`src/rtl/spi_pkg.sv`:
```
// Shared SPI slave definitions: state encoding and default word width.
// S2P_PARITY_EN adds one odd-parity bit to each receive frame.
package spi_pkg;

    localparam int SPI_DEFAULT_W = 8;

    typedef enum logic [1:0] {
        S2P_IDLE  = 2'd0,
        S2P_SHIFT = 2'd1,
        S2P_HOLD  = 2'd2
    } s2p_state_t;

    function automatic int s2p_frame_len(input int w);
`ifdef S2P_PARITY_EN
        return w + 1;
`else
        return w;
`endif
    endfunction

endpackage

```
`src/rtl/serial_to_parallel_sr_if.sv`:
```
// Receive-side bus of the SPI slave: serial line in, word handshake out.
interface serial_to_parallel_sr_if
    import spi_pkg::*;
#(
    parameter int W = SPI_DEFAULT_W
);
    logic         SS_n;
    logic         MOSI;
    logic         rx_ack;
    logic [W-1:0] rx_data;
    logic         rx_valid;
    logic         frame_err;
    logic         overrun;

    modport slave (
        input  SS_n, MOSI, rx_ack,
        output rx_data, rx_valid, frame_err, overrun
    );

    modport master (
        output SS_n, MOSI, rx_ack,
        input  rx_data, rx_valid, frame_err, overrun
    );
endinterface

```
`src/rtl/s2p_bit_counter.sv`:
```
// Loadable/clearable up-counter with a terminal-count flag.
module s2p_bit_counter #(
    parameter int            CW   = 3,
    parameter logic [CW-1:0] TERM = '1
) (
    input  logic          clk,
    input  logic          rst_n,
    input  logic          clr,
    input  logic          load,
    input  logic [CW-1:0] load_val,
    input  logic          inc,
    output logic          tc
);
    logic [CW-1:0] count;

    always_ff @(posedge clk or negedge rst_n) begin
        if (!rst_n) begin
            count <= '0;
        end else if (clr) begin
            count <= '0;
        end else if (load) begin
            count <= load_val;
        end else if (inc) begin
            count <= count + 1'b1;
        end
    end

    assign tc = (count == TERM);
endmodule

```
`src/rtl/serial_to_parallel_sr.sv`:
```
// SPI slave receive shift register: MSB-first frames into W-bit words with
// valid/ack handshake. Define S2P_PARITY_EN for a trailing odd-parity bit.
module serial_to_parallel_sr
    import spi_pkg::*;
#(
    parameter int W = SPI_DEFAULT_W
) (
    input logic                     clk,
    input logic                     rst_n,
    serial_to_parallel_sr_if.slave  bus
);
    localparam int FRAME_LEN = s2p_frame_len(W);
    localparam int CW        = $clog2(FRAME_LEN);

    localparam logic [1:0] ST_IDLE  = 2'(S2P_IDLE);
    localparam logic [1:0] ST_SHIFT = 2'(S2P_SHIFT);
    localparam logic [1:0] ST_HOLD  = 2'(S2P_HOLD);

    logic [1:0]   state;
    logic [W-1:0] sr;
    logic [W-1:0] shifted;
    logic [W-1:0] word;
    logic         word_ok;
    logic         last_bit;
    logic         cnt_clr;
    logic         cnt_load;
    logic         cnt_inc;

    logic [W-1:0] rx_data_q;
    logic         rx_valid_q;
    logic         frame_err_q;
    logic         overrun_q;

    assign shifted = W'({sr, bus.MOSI});

    // With parity the data is already in sr when the parity bit arrives.
`ifdef S2P_PARITY_EN
    assign word    = sr;
    assign word_ok = ^{sr, bus.MOSI};
`else
    assign word    = shifted;
    assign word_ok = 1'b1;
`endif

    always_comb begin
        cnt_load = (state == ST_IDLE) && !bus.SS_n;
        cnt_clr  = (state == ST_SHIFT) && (bus.SS_n || last_bit);
        cnt_inc  = (state == ST_SHIFT) && !bus.SS_n && !last_bit;
    end

    s2p_bit_counter #(
        .CW   (CW),
        .TERM (CW'(FRAME_LEN - 1))
    ) u_bit_counter (
        .clk      (clk),
        .rst_n    (rst_n),
        .clr      (cnt_clr),
        .load     (cnt_load),
        .load_val (CW'(1)),
        .inc      (cnt_inc),
        .tc       (last_bit)
    );

    // A completion that stores a word overrides the ack-driven clear of rx_valid.
    always_ff @(posedge clk or negedge rst_n) begin
        if (!rst_n) begin
            state       <= ST_IDLE;
            sr          <= '0;
            rx_data_q   <= '0;
            rx_valid_q  <= 1'b0;
            frame_err_q <= 1'b0;
            overrun_q   <= 1'b0;
        end else begin
            frame_err_q <= 1'b0;
            overrun_q   <= 1'b0;
            if (bus.rx_ack && rx_valid_q) begin
                rx_valid_q <= 1'b0;
            end
            case (state)
                ST_IDLE: begin
                    if (!bus.SS_n) begin
                        sr    <= shifted;
                        state <= ST_SHIFT;
                    end
                end
                ST_SHIFT: begin
                    if (bus.SS_n) begin
                        frame_err_q <= 1'b1;
                        state       <= ST_IDLE;
                    end else if (last_bit) begin
                        state <= ST_HOLD;
                        if (!word_ok) begin
                            frame_err_q <= 1'b1;
                        end else if (!rx_valid_q || bus.rx_ack) begin
                            rx_data_q  <= word;
                            rx_valid_q <= 1'b1;
                        end else begin
                            overrun_q <= 1'b1;
                        end
                    end else begin
                        sr <= shifted;
                    end
                end
                ST_HOLD: begin
                    if (bus.SS_n) begin
                        state <= ST_IDLE;
                    end
                end
                default: state <= ST_IDLE;
            endcase
        end
    end

    assign bus.rx_data   = rx_data_q;
    assign bus.rx_valid  = rx_valid_q;
    assign bus.frame_err = frame_err_q;
    assign bus.overrun   = overrun_q;
endmodule

```
`src/flat_wrapper.sv`:
```
// flat-port wrapper written by rule: the top's interface ports become plain ports
module serial_to_parallel_sr_flat import spi_pkg::*;
#(
    parameter int W = SPI_DEFAULT_W
)
  (clk, rst_n, bus_SS_n, bus_MOSI, bus_rx_ack, bus_rx_data, bus_rx_valid, bus_frame_err, bus_overrun);
  serial_to_parallel_sr_if #(.W(W)) bus_i ();
  input logic clk;
  input logic rst_n;
  input wire logic [$bits(bus_i.SS_n)-1:0] bus_SS_n;
  input wire logic [$bits(bus_i.MOSI)-1:0] bus_MOSI;
  input wire logic [$bits(bus_i.rx_ack)-1:0] bus_rx_ack;
  output wire logic [$bits(bus_i.rx_data)-1:0] bus_rx_data;
  output wire logic [$bits(bus_i.rx_valid)-1:0] bus_rx_valid;
  output wire logic [$bits(bus_i.frame_err)-1:0] bus_frame_err;
  output wire logic [$bits(bus_i.overrun)-1:0] bus_overrun;
  assign bus_i.SS_n = bus_SS_n;
  assign bus_i.MOSI = bus_MOSI;
  assign bus_i.rx_ack = bus_rx_ack;
  assign bus_rx_data = bus_i.rx_data;
  assign bus_rx_valid = bus_i.rx_valid;
  assign bus_frame_err = bus_i.frame_err;
  assign bus_overrun = bus_i.overrun;
  serial_to_parallel_sr #(.W(W)) u_core (.clk(clk), .rst_n(rst_n), .bus(bus_i));
endmodule
```
`config.mk`:
```
export PLATFORM = sky130hd
export DESIGN_NAME = serial_to_parallel_sr_flat
export DESIGN_NICKNAME = d
export VERILOG_FILES = /design/src/rtl/spi_pkg.sv /design/src/rtl/serial_to_parallel_sr_if.sv /design/src/rtl/s2p_bit_counter.sv /design/src/rtl/serial_to_parallel_sr.sv /design/src/flat_wrapper.sv
export SDC_FILE = /design/constraint.sdc
export NUM_CORES = 1
export LEC_CHECK = 0
export ABC_AREA = 0
export BUFFER_PORTS_ARGS = -buffer_cell sky130_fd_sc_hd__clkbuf_2
export CORE_AREA = 2 2 50 71
export DETAILED_ROUTE_END_ITERATION = 10
export DIE_AREA = 0 0 52 73
export GPL_TIMING_DRIVEN = 0
export PLACE_DENSITY_LB_ADDON = 0.08
export SLEW_MARGIN = 10
export SYNTH_ARGS = -nofsm -noshare
export SYNTH_HDL_FRONTEND = slang
export SYNTH_SLANG_ARGS = --single-unit
export TNS_END_PERCENT = 100
```
`constraint.sdc`:
```
create_clock -name clk -period 3.21 [get_ports clk]
set_input_delay 0.321 -clock clk [delete_from_list [all_inputs] [get_ports clk]]
set_output_delay 0.321 -clock clk [all_outputs]
set_load 0.02 [all_outputs]
```
==> flow_summary.json, run 1 <==
{
  "switchingPower_mw": 0.150,
  "synthCells": 60,
  "utilization_pct": 34.0,
  "p_leak_nw": 0.554,
  "avgSynthCellArea_sq_um": 15.4,
  "place_hpwl_um": 1080,
  "regArea_sq_um": 576,
  "drtAntennaViolNets": 0,
  "required_ns": 3.36,
  "drive_gt1_share_pct": 46.8,
  "cts_sinks": 23,
  "cp_slowest_cell": "a211oi_4",
  "critPathKind": "reg -> reg",
  "post_cts_buffers": 0,
  "tns_ns": 0,
  "drc": 0,
  "fin_crit_ns": 1.86,
  "path_buf_inv": 0,
  "die_area_sq_mm": 0.00380,
  "grt_usage_pct": 9.66,
  "seq_area_frac_synth_pct": 62.2,
  "wirelength_um": 1500,
  "vias_per_cell": 4.45,
  "synth_cell_types": 20,
  "clockBufferDepth": 2,
  "max_stage_delay_ns": 0.48,
  "first_pass_iters": 2,
  "path_clk_slew_ns": 0.09,
  "crit_top_cell": "ha_1",
  "initial_core_util_pct": 28.7,
  "r2r_slack_ns": 1.35,
  "p_clk_share_pct": 29.8,
  "synth-seq-cells": 23,
  "synth_mux_area_share_pct": 18.3,
  "grt_pass1_wl_um": 2620,
  "nets": 88,
  "finalSetupViolCount": 0,
  "portBuffers": 15,
  "ys_warn_count": 0,
  "grt_start_max_net_pins": 24,
  "grt_pass1_vias": 555,
  "path_depth": 4,
  "syn_area_sq_um": 925,
  "fmax_mhz": 537,
  "rsz0062_at_grt": "no",
  "ir_worst_vdd_uv": 206,
  "fillers": 320,
  "relSlewSlack_pct": 62.3,
  "seq_power_share_pct": 58.1,
  "cp-start-kind": "flop",
  "layout_commonest_cell": "dfrtp_1",
  "skew_ns": 0.00723,
  "preCtsSetupSlack_ns": 1.35,
  "rows": 25,
  "coreArea_sq_mm": 0.00322,
  "synthSimpleGateAreaFrac_pct": 8.25,
  "die_h_um": 73,
  "place_congestion": 0.712,
  "cts_tree": "done",
  "antenna_found_initial": 0,
  "hold_viol": 0,
  "postLayoutSetupSlackWorst_ns": 1.35,
  "insertedDiodeCount": 0,
  "cts_max_level": 1,
  "tightestPinTransition_ns": 0.566,
  "period_share_pct": 58.0,
  "synth-xor-area-share_pct": 0,
  "cap_violations": 0,
  "synth_compound_area_share_pct": 6.77,
  "status": "complete, no violations",
  "combPwrFrac_pct": 12.1,
  "drtIter0Drc": 17,
  "post_cts_resized": 0,
  "synth_top_family_by_area": "multiplexers",
  "end_kind": "flop",
  "gr-total-overflow": 0,
  "io_pins": 16,
  "final_max_slew_viol_count": 0,
  "area_delta_synth_final_pct": 18.5,
  "hold_class": "in -> async",
  "synthAdderAreaFrac_pct": 4.06,
  "num_vias": 529,
  "p_sw_share_pct": 25.0,
  "power_density_mw_per_mm2": 547,
  "p_total_mw": 0.600,
  "synth_nets": 68,
  "r2r_cells": 4,
  "crit_chain": "ha_1, ha_1, a211oi_4, mux2_2",
  "cp.arrival_ns": 2.01,
  "multi_input_area_sq_um": 345,
  "cts-root-buf": "clkbuf_8",
  "wire_per_inst_um": 12.6,
  "mostFrequentLayoutCells": "dfrtp_1, mux2_2, clkbuf_2",
  "cts_hold_buf": 0,
  "crit_fanout": 8,
  "timing.rr.start": "u_core.u_bit_counter.count[0]",
  "cts_buffers": 3,
  "crit_family": "compound AO/OA/AOI/OAI gates",
  "p_int_mw": 0.450,
  "r2r_end": "u_core.sr[5]",
  "clkLatencyLatePin_ns": 0.26,
  "die_x_um": 52
}
synth_stat cells:
master    instances  area [sq um]
dfrtp_1          23           576
mux2_2           15           169
ha_1              3          37.5
a22o_1            2          17.5
nor2_1            2          7.51
a211oi_4          1          20.0
a21o_1            1          7.51
a21oi_1           1          5.00
and2_1            1          6.26
and2b_1           1          7.51
inv_1             1          3.75
nand2_1           1          3.75
nand2b_1          1          6.26
nand3_1           1          5.00
nand4_4           1          21.3
nor2_2            1          6.26
nor2b_1           1          6.26
nor4_1            1          6.26
o21a_1            1          7.51
o21ai_0           1          5.00
cells by family (layout without fill, tap and decap cells):
family / count (synthesis) / in the layout
DFF: 23 / 23
muxes: 15 / 15
and+or+nand+nor: 11 / 11
AOI/OAI and AO/OA: 7 / 7
adders and majority gates: 3 / 3
buffers and inverters: 1 / 20
per-layer routing:
metal	global-route usage, %	part of all wire (%)
met1	11.8	41
met2	15.3	54
met3	2.46	3.4
met4	5.26	1.3
met5	0	0
how the worst max path moves through the flow:
stage	start	end	slack (ns)
2_1_floorplan	u_core.u_bit_counter.count[0]	u_core.sr[0]	1.54
3_3_place_gp	u_core.u_bit_counter.count[0]	u_core.sr[2]	1.36
3_5_place_dp	u_core.u_bit_counter.count[0]	u_core.sr[3]	1.35
4_1_cts	u_core.u_bit_counter.count[0]	u_core.sr[0]	1.32
5_1_grt	u_core.u_bit_counter.count[0]	u_core.sr[0]	1.25
6_report	u_core.u_bit_counter.count[0]	u_core.sr[5]	1.35
power groups by stage:
stage	clock [mW]	combinational, mW	sequential [mW]
finish	0.179	0.0723	0.349
global route	0.200	0.0813	0.355
detailed placement	0	0.0746	0.356
floorplan	0	0.0428	0.357
global placement	0	0.0730	0.355
CTS	0.189	0.0748	0.350
per-stage QoR:
stage	hold slack (ns)	cells	cell area, sq um
after detailed placement	0.360	115	1050
after floorplan	0.0254	60	925
after CTS	0.0617	119	1100
after global routing	0.0849	119	1100
final	0.0285	119	1100
after global placement	0.358	115	1050
final cells by class:
type                       instances  area share [%]
sequential                        23            52.5
clock buffer                       3            3.77
tap                               40            4.57
multi-input combinational         36            31.5
clock inverter                     1           0.457
inverter                           1           0.342
timing repair buffer              15            6.85
flip-flops by register name (all words and copies together) (netlist names):
register                    count
u_core.state                    2
u_core.u_bit_counter.count      3
u_core.sr                       7
u_core.bus.overrun              1
u_core.bus.frame_err            1
u_core.bus.rx_valid             1
u_core.bus.rx_data              8
Note: power is estimated with default switching activity, not from simulation.
==> run 2, diff against run 1 <==
Settings changed: ABC_AREA 0 to 1, CORE_AREA 2 2 50 71 to 2 2 52 73, DIE_AREA 0 0 52 73 to 0 0 54 75.
Clock period 3.21 ns to 1.8 ns, I/O delays scaled along.
==> flow_summary.json, run 2 <==
{
  "status": "complete, no violations",
  "yosys.area.top_type": "dfrtp_1",
  "initial_core_util_pct": 29.1,
  "place_hpwl_um": 1400,
  "drtIter0Drc": 10,
  "grt_start_max_net_pins": 24,
  "end_kind": "flop",
  "crit_family": "adder cells",
  "wire_per_inst_um": 11.8,
  "place_congestion": 0.687,
  "avgSynthCellArea_sq_um": 9.54,
  "hold_class": "in -> reg",
  "post_cts_buffers": 0,
  "area_delta_synth_final_pct": 18.3,
  "relSlewSlack_pct": 61.0,
  "tightestPinTransition_ns": 0.585,
  "synthFlopType": "dfrtp_1",
  "gr-total-overflow": 0,
  "cap_violations": 0,
  "io_pins": 16,
  "drtAntennaViolNets": 0,
  "clkLatencyLatePin_ns": 0.26,
  "synthSimpleGateAreaFrac_pct": 31.0,
  "ir_worst_vdd_uv": 305,
  "die_x_um": 54,
  "synthCells": 103,
  "path_buf_inv": 1,
  "finalSetupViolCount": 0,
  "first_pass_iters": 3,
  "ys_warn_count": 0,
  "path_clk_slew_ns": 0.08,
  "die_h_um": 75,
  "postLayoutSetupSlackWorst_ns": 0.484,
  "portBuffers": 15,
  "synthTopCellsByArea": "dfrtp_1, nand2_1, nand4_1, ha_1, inv_1",
  "die_area_sq_mm": 0.00405,
  "fmax_mhz": 760,
  "final_max_slew_viol_count": 0,
  "seq_area_frac_synth_pct": 58.6,
  "wirelength_um": 1920,
  "mostFrequentLayoutCells": "nand2_1, dfrtp_1, clkbuf_2",
  "clockBufferDepth": 2,
  "drc": 0,
  "synth-seq-cells": 23,
  "synth-edff-count": 0,
  "rows": 25,
  "grt_pass1_wl_um": 3260,
  "cp.arrival_ns": 1.51,
  "cts_tree": "done",
  "cp-start-kind": "flop",
  "rsz0062_at_grt": "no",
  "fillers": 360,
  "fin_crit_ns": 1.32,
  "coreArea_sq_mm": 0.00338,
  "hold_ws_ns": 0.143,
  "cts_max_level": 1,
  "p_leak_nw": 0.645,
  "crit_chain": "ha_1, ha_1, nand2_2, nand2_4, inv_4, nand2_1, nand2_1",
  "synth_top_area_share_pct": 58.6,
  "antenna_found_initial": 0,
  "tns_ns": 0,
  "period_share_pct": 73.1,
  "grt_usage_pct": 11.3,
  "synth-xor-area-share_pct": 0,
  "nets": 132,
  "drive_gt1_share_pct": 22.0,
  "design_area_sq_mm": 0.00116,
  "critPathKind": "reg -> reg",
  "synth_compound_area_share_pct": 1.53,
  "crit_fanout": 9,
  "synth_top_family_by_area": "simple AND/OR/NAND/NOR gates",
  "synth_mux_area_share_pct": 0,
  "async_flop_share_pct": 100,
  "synth_nets": 111,
  "skew_ns": 0.00454,
  "synth_cell_types": 18,
  "max_stage_delay_ns": 0.40,
  "cp_slowest_cell": "dfrtp_1",
  "hold_viol": 0,
  "dpl_cell_area_sq_mm": 0.00111,
  "cts_buffers": 3,
  "largest_reg_flops": 8,
  "synthAdderAreaFrac_pct": 3.82,
  "power_density_mw_per_mm2": 832,
  "yosysMostFrequentCell": "nand2_1",
  "cts-root-buf": "clkbuf_8",
  "vias_per_cell": 4.48,
  "layout_commonest_cell": "nand2_1",
  "grt_pass1_vias": 773,
  "num_vias": 730,
  "syn_area_sq_um": 982,
  "synthTopCellsByCount": "nand2_1, dfrtp_1, nand4_1",
  "insertedDiodeCount": 0,
  "preCtsSetupSlack_ns": 0.490,
  "cts_sinks": 23,
  "required_ns": 2.00
}
## run 2: worst paths after layout
path	from	endpoint	slack, ns	cells past startpoint
setup / recovery	u_core.u_bit_counter.count[0]	u_core.sr[1]	0.48	7
hold / removal	bus_MOSI	u_core.sr[0]	0.14	3
setup reg to reg	u_core.u_bit_counter.count[0]	u_core.sr[1]	0.48	7
hold reg to reg	u_core.bus.rx_data[4]	u_core.bus.rx_data[4]	0.49	2
max in group asynchronous	rst_n	u_core.bus.rx_data[4]	0.96	2
min in group asynchronous	rst_n	u_core.bus.rx_data[7]	0.45	2
## run 2: logic make-up after synthesis
kind of cell | count (synthesis)
AO/OA/AOI/OAI | 3
buffers and inverters | 9
AND/OR/NAND/NOR | 65
adder cells (fa/ha/maj) | 3
flip-flops | 23
## run 2: final cells by class
type / count / area, sq um / area share [%]
flip-flops and latches: 23 / 576 / 49.5
multi-input cells: 71 / 357 / 30.7
repair buffers: 16 / 85.1 / 7.32
well taps: 40 / 50.0 / 4.31
clock buffers: 4 / 45.0 / 3.88
inverters: 7 / 33.8 / 2.91
plain buffers: 2 / 16.3 / 1.40
## run 2: per-layer routing
metal,track usage (%),wire [um],share of wire (%)
met3,1.98,40,2.1
met1,11.9,833,43
met4,6.11,24,1.3
met5,0,0,0
met2,20.6,1020,53
## run 2: power by group
part,internal (mW),switching (mW)
Sequential,0.547,0.0244
Clock,0.157,0.156
Combinational,0.0290,0.0527
Total,0.734,0.233
## run 2: what timing repair did
action	CTS	global route
gates resized for setup	0	0
setup endpoints to repair	0	0
hold endpoints to repair	23	0
hold buffers	1	0
## run 2: per-stage QoR
stage | util [%] | power [mW] | instances
finish | 34.4 | 0.967 | 163
global route | 34.4 | 1.03 | 163
CTS | 34.4 | 0.991 | 163
detailed placement | 32.8 | 0.664 | 158
global placement | 32.8 | 0.662 | 158
floorplan | - | 0.627 | 103
## run 2: tightest hold or removal path: stages
cell      delay (ns)
clkbuf_2        0.09
nand2_1         0.05
nand2_1         0.05
